==> config.mk <==
export PLATFORM = sky130hd
export DESIGN_NAME = simon_key_expand_flat
export DESIGN_NICKNAME = d
export VERILOG_FILES = /design/src/rtl/simon_pkg.sv /design/src/rtl/simon_key_expand_if.sv /design/src/rtl/simon_key_round.sv /design/src/rtl/simon_key_expand.sv /design/src/flat_wrapper.sv
export SDC_FILE = /design/constraint.sdc
export NUM_CORES = 2
export LEC_CHECK = 0
export CAP_MARGIN = 0
export CORE_AREA = 2 2 229 231
export CTS_BUF_LIST = sky130_fd_sc_hd__clkbuf_4
export DETAILED_ROUTE_END_ITERATION = 10
export DIE_AREA = 0 0 231 233
export DONT_BUFFER_PORTS = 1
export MAX_ROUTING_LAYER = met4
export PLACE_DENSITY = 0.84
export SYNTH_ARGS = -nofsm -noshare
export SYNTH_HDL_FRONTEND = slang
export SYNTH_HIERARCHICAL = 1
export SYNTH_SLANG_ARGS = --single-unit
==> constraint.sdc <==
create_clock -name clk -period 5.93 [get_ports clk]
set_input_delay 1.186 -clock clk [delete_from_list [all_inputs] [get_ports clk]]
set_output_delay 1.186 -clock clk [all_outputs]
set_load 0.01 [all_outputs]
==> src/rtl/simon_pkg.sv <==
// simon_pkg: shared Simon32/64 key-schedule parameters, z0 sequence and types
package simon_pkg;
    localparam int N_WORD   = 16;
    localparam int M_WORDS  = 4;
    localparam int T_ROUNDS = 32;
    // Index 0 of the sequence is the MSB here, so z0[j] lives at bit 61-j
    localparam logic [61:0] Z0 = 62'b11111010001001010110000111001101111101000100101011000011100110;
    typedef enum logic [1:0] {IDLE, EXPAND, READY} ks_state_t;
    typedef logic [N_WORD-1:0] rk_word_t;
endpackage

==> src/rtl/simon_key_expand_if.sv <==
// simon_key_expand_if: key load request and parallel round-key schedule bus
interface simon_key_expand_if;
    import simon_pkg::*;
    logic [N_WORD*M_WORDS-1:0]  key_in;
    logic                       key_load;
    logic                       busy;
    logic                       keys_valid;
    logic                       keys_done;
    logic [N_WORD*T_ROUNDS-1:0] rk_flat;
    modport master (output key_in, key_load, input busy, keys_valid, keys_done, rk_flat);
    modport slave  (input key_in, key_load, output busy, keys_valid, keys_done, rk_flat);
endinterface

==> src/rtl/simon_key_round.sv <==
// simon_key_round: one Simon32/64 key-schedule step, rk[i] from rk[i-1], rk[i-3], rk[i-4] and z
module simon_key_round
    import simon_pkg::*;
(
    input  rk_word_t i_rk1,
    input  rk_word_t i_rk3,
    input  rk_word_t i_rk4,
    input  logic     i_z,
    output rk_word_t o_rk
);
    rk_word_t w_t0;
    rk_word_t w_t1;
    assign w_t0 = {i_rk1[2:0], i_rk1[N_WORD-1:3]} ^ i_rk3;
    assign w_t1 = w_t0 ^ {w_t0[0], w_t0[N_WORD-1:1]};
    assign o_rk = ~i_rk4 ^ w_t1 ^ {{(N_WORD-1){1'b0}}, i_z} ^ rk_word_t'(3);
endmodule

==> src/rtl/simon_key_expand.sv <==
// simon_key_expand: iterative Simon32/64 key expansion, one round key per clock,
// full schedule held in registers and presented on a flat bus
module simon_key_expand
    import simon_pkg::*;
(
    input  logic              clk,
    input  logic              rst,
    simon_key_expand_if.slave bus
);
    ks_state_t  r_state;
    ks_state_t  w_next;
    logic [4:0] r_cnt;
    logic       r_done;
    rk_word_t   r_rk [T_ROUNDS];
    rk_word_t   w_rk_new;
    logic [5:0] w_zi;
    logic       w_last;

    assign w_last = (r_state == EXPAND) && (r_cnt == 5'(T_ROUNDS - 1));
    assign w_zi   = 6'(r_cnt) - 6'(M_WORDS);

    always_comb begin
        w_next = bus.key_load ? EXPAND : w_last ? READY : r_state;
    end

    always_ff @(posedge clk or negedge rst) begin
        if (!rst) r_state <= IDLE;
        else      r_state <= w_next;
    end

    // A load always wins, so an in-flight expansion restarts from the new key
    always_ff @(posedge clk or negedge rst) begin
        if (!rst) begin
            r_cnt  <= '0;
            r_done <= 1'b0;
            for (int i = 0; i < T_ROUNDS; i++) r_rk[i] <= '0;
        end else begin
            r_done <= w_last && !bus.key_load;
            if (bus.key_load) begin
                for (int i = 0; i < M_WORDS; i++) r_rk[i] <= bus.key_in[N_WORD*i +: N_WORD];
                r_cnt <= 5'(M_WORDS);
            end else if (r_state == EXPAND) begin
                r_rk[r_cnt] <= w_rk_new;
                r_cnt       <= r_cnt + 5'd1;
            end
        end
    end

    simon_key_round u_round (
        .i_rk1 (r_rk[r_cnt - 5'd1]),
        .i_rk3 (r_rk[r_cnt - 5'd3]),
        .i_rk4 (r_rk[r_cnt - 5'd4]),
        .i_z   (Z0[6'd61 - w_zi]),
        .o_rk  (w_rk_new)
    );

    for (genvar g = 0; g < T_ROUNDS; g++) begin : g_flat
        assign bus.rk_flat[N_WORD*g +: N_WORD] = r_rk[g];
    end

    assign bus.busy       = (r_state == EXPAND);
    assign bus.keys_valid = (r_state == READY);
    assign bus.keys_done  = r_done;
endmodule

==> src/flat_wrapper.sv <==
// flat-port wrapper written by rule: the top's interface ports become plain ports
module simon_key_expand_flat import simon_pkg::*;
  (clk, rst, bus_key_in, bus_key_load, bus_busy, bus_keys_valid, bus_keys_done, bus_rk_flat);
  simon_key_expand_if bus_i ();
  input  logic clk;
  input  logic rst;
  input wire logic [$bits(bus_i.key_in)-1:0] bus_key_in;
  input wire logic [$bits(bus_i.key_load)-1:0] bus_key_load;
  output wire logic [$bits(bus_i.busy)-1:0] bus_busy;
  output wire logic [$bits(bus_i.keys_valid)-1:0] bus_keys_valid;
  output wire logic [$bits(bus_i.keys_done)-1:0] bus_keys_done;
  output wire logic [$bits(bus_i.rk_flat)-1:0] bus_rk_flat;
  assign bus_i.key_in = bus_key_in;
  assign bus_i.key_load = bus_key_load;
  assign bus_busy = bus_i.busy;
  assign bus_keys_valid = bus_i.keys_valid;
  assign bus_keys_done = bus_i.keys_done;
  assign bus_rk_flat = bus_i.rk_flat;
  simon_key_expand u_core (.clk(clk), .rst(rst), .bus(bus_i));
endmodule
==> results.py <==
metrics = {
    "power_and_ir_drop": {
        "vdd_drop_max_mv": 0.486,
        "powerDensity_nw_per_um2": 448,
        "power.static_leakage_nw": 15.8,
    },
    "logic_synthesis": {
        "synth.yosys.warnings": 6,
        "seq_area_frac_synth_pct": 40.6,
        "synthDistinctLibCells": 50,
        "synth_seq_cells": 520,
        "synthDominantCellAreaShare_pct": 40.6,
        "synth-xor-area-share_pct": 2.15,
        "post_synth_mux_area_share_pct": 42.6,
        "post_synth_fa_ha_maj_area_fraction_pct": 0.624,
        "synth_top_family_by_area": "multiplexers",
        "cell_accounting_for_the_most_synthesized_area": "dfrtp_1",
        "synthSimpleGateAreaFrac_pct": 4.14,
        "postSynth.asyncResetShare_pct": 100,
        "syn_area_per_cell_um2": 13.0,
        "synth-edff-count": 0,
        "netlist_top_cells_area": "dfrtp_1, mux2_2, mux4_2",
        "synth_compound_gate_area_share_pct": 6.22,
        "synthCells": 2468,
        "synth.net_count": 2551,
        "ys_dominant_reg_cell": "dfrtp_1",
        "syn-cell-area_um2": 32100,
    },
    "timing": {
        "post_route_skew_ns": 0.0641,
        "worst_slack_ns": 0.410,
        "setup_viol": 0,
        "setup-tns-final_ns": 0,
        "final_period_minus_worst_setup_slack_ns": 5.52,
        "min_period_over_period_pct": 93.1,
        "maxSlewHeadroom_pct": 0.889,
        "timing_hold_violations_final": 111,
        "max_freq_mhz": 181,
        "unrepaired_setup_endpoints_after_global_routing": "false",
        "worstMarginPinSlew_ns": 1.49,
        "drv_slew": 0,
        "worst_hold_slack_ns": -0.0739,
    },
    "die": {
        "core_area_um2": 51100,
        "total_die_area_um2": 53800,
        "floorplan.initialDensity_pct": 62.7,
        "die_x_um": 231,
        "pin_count": 582,
        "row_count": 83,
        "die_height_um": 233,
    },
    "worst_setup_path": {
        "setup.worst_path.class": "reg -> reg",
        "crit_path_max_fanout": 32,
        "crit_path_end_kind": "register",
        "timing.critical_path.from_type": "register",
        "critPathArrivalTime_ns": 6.43,
        "required_time_reported_for_the_critical_path_endpoint_ns": 6.84,
    },
    "route": {
        "routed_wirelength_mm": 118,
        "drt_iter0_drc": 3266,
        "detail_route.vias_per_cell": 7.52,
        "detailed_route_drc_error_count": 0,
        "ant_nets": 0,
        "route.detailed.wl_per_inst_um": 36.9,
        "firstDrtPassIters": 6,
        "route.vias.total": 24100,
    },
    "layout": {
        "layout.core_utilization_pct": 66.7,
        "fillerInstances": 3620,
        "drive_gt1_share_pct": 46.2,
        "final_cell_mix": "mux2_2, dfrtp_1, mux4_2",
        "synthToLayoutAreaGrowth_pct": 6.26,
        "finalNetCount": 2521,
        "final_cell_count_no_fill": 3208,
        "final_common_cell": "mux2_2",
    },
    "place": {
        "dp_cells": 2975,
        "hpwl_mm": 80.7,
        "routabilityCongestion": 0.981,
        "pre_cts_slack_ns": 0.601,
        "port_buffers": 0,
    },
    "clock_tree": {
        "post_cts_resized": 0,
        "tritoncts_clock_tree": "built",
        "ctsHtreeMaxLevel": 4,
        "worstSkewPairLatency_ns": 1.04,
        "clock_tree.root_cell": "clkbuf_4",
        "cts.repair_timing.setup_buffer_count": 0,
        "clk_transition_reported_paths_ns": 0.07,
        "cts.sinks": 520,
        "cts-buffers-inserted": 141,
        "ctsLongestPathBuffers": 3,
    },
    "outcome": {
        "outcome": "finished with violations",
        "violated_checks": "hold timing",
    },
    "grt": {
        "grtUsageTotal_pct": 45.3,
        "grt-ovfl-total": 0,
        "initial_antenna_violation_count": 3,
        "grt_start_max_net_pins": 521,
        "first_pass_grt_wire_length_mm": 170,
        "grt_pass1_vias": 24300,
    },
    "hold_path": {
        "holdCritPathClass": "in -> async",
    },
    "job": {
        "max-cap-violations": 0,
    },
}
-- cells in the mapped netlist (3+ instances only) --
master and number:
a22oi_1 29, xor2_1 15, nand3_2 3, inv_1 4, xnor2_2 3, a221oi_1 30
dfrtp_1 520, nor2_2 7, buf_1 11, clkbuf_1 109, nor3_1 3, nor2_1 63
nor2_4 4, o21ai_0 84, mux2i_1 168, o221ai_1 28, mux2_1 3, and3_1 5
ha_1 16, nand3_1 12, mux2_2 646, mux4_2 207, buf_6 14, buf_2 72
nand2_2 6, xnor3_1 15, xnor2_1 13, o22ai_1 60, nand2_1 203, a21oi_1 34
a211oi_1 28, buf_4 25
-- final timing paths --
check | from | to | slack [ns] | cells past startpoint
min in group clk | bus_key_in[5] | u_core/bus.rk_flat[5]$_DFFE_PN0P_ | 0.27 | 2
max in group asynchronous | rst | u_core/bus.rk_flat[476]$_DFFE_PN0P_ | 5.11 | 0
setup / recovery | u_core/r_cnt[1]$_DFFE_PN0P_ | u_core/bus.rk_flat[11]$_DFFE_PN0P_ | 0.41 | 12
hold / removal | rst | u_core/bus.rk_flat[97]$_DFFE_PN0P_ | -0.07 | 0
hold reg to reg | u_core/r_state[1]$_DFFE_PN0P_ | u_core/r_state[1]$_DFFE_PN0P_ | 0.51 | 1
setup reg to reg | u_core/r_cnt[1]$_DFFE_PN0P_ | u_core/bus.rk_flat[11]$_DFFE_PN0P_ | 0.41 | 12
-- report_power, final --
part | switching, W | internal [W] | leakage [nW]
clock | 0.00157 | 0.00164 | 0.998
combinational | 0.00447 | 0.00228 | 7.85
sequential | 0.00120 | 0.00410 | 6.96
-- state kept, by name, indices dropped and copies added, names as in the netlist --
| register | count |
|---|---|
| u_core/bus.rk_flat | 512 |
| u_core/r_cnt | 5 |
| u_core/r_state | 2 |
| u_core/bus.keys_done | 1 |
-- worst max-delay path, stage by stage, from the launching register on --
cell,delay [ns]
dfrtp_4,0.77
inv_1,0.28
ha_1,0.38
xor2_4,0.17
buf_4,0.44
nand2_1,0.34
o22a_1,0.30
a32o_1,0.25
or3_1,0.50
xor2_1,0.29
xnor3_1,1.20
mux2i_1,0.24
o21ai_0,0.26
-- logic make-up after synthesis --
kind of cell / after synthesis
AO/OA/AOI/OAI: 305
XOR/XNOR: 49
adder cells (fa/ha/maj): 16
buffers and inverters: 239
flip-flops: 520
multiplexers: 1024
AND/OR/NAND/NOR: 315
-- stage by stage --
| step | total power [W] | cell area [µm²] |
|---|---|---|
| final | 0.0153 | 34100 |
| after CTS | 0.0149 | 34100 |
| after global placement | 0.0115 | 32300 |
| after floorplan | 0.00950 | 32100 |
| after global routing | 0.0158 | 34100 |
| after detailed placement | 0.0117 | 32300 |
-- final cells by class --
| cell class | count | area (µm²) | area share (%) |
|---|---|---|---|
| sequential | 520 | 13000 | 38.2 |
| inverter | 8 | 31.3 | 0.0918 |
| timing repair buffer | 58 | 498 | 1.46 |
| clock buffer | 195 | 1460 | 4.30 |
| antenna | 3 | 7.51 | 0.0220 |
| multi-input combinational | 1709 | 17900 | 52.7 |
| tap | 680 | 851 | 2.50 |
| clock inverter | 35 | 250 | 0.735 |
-- metal layers --
layer,part of all wire [%],global-route usage (%)
met3,14,18.5
met4,5.7,23.1
met2,44,64.1
met1,36,56.0
met5,0,-
Note: power is estimated with default switching activity, not from simulation.
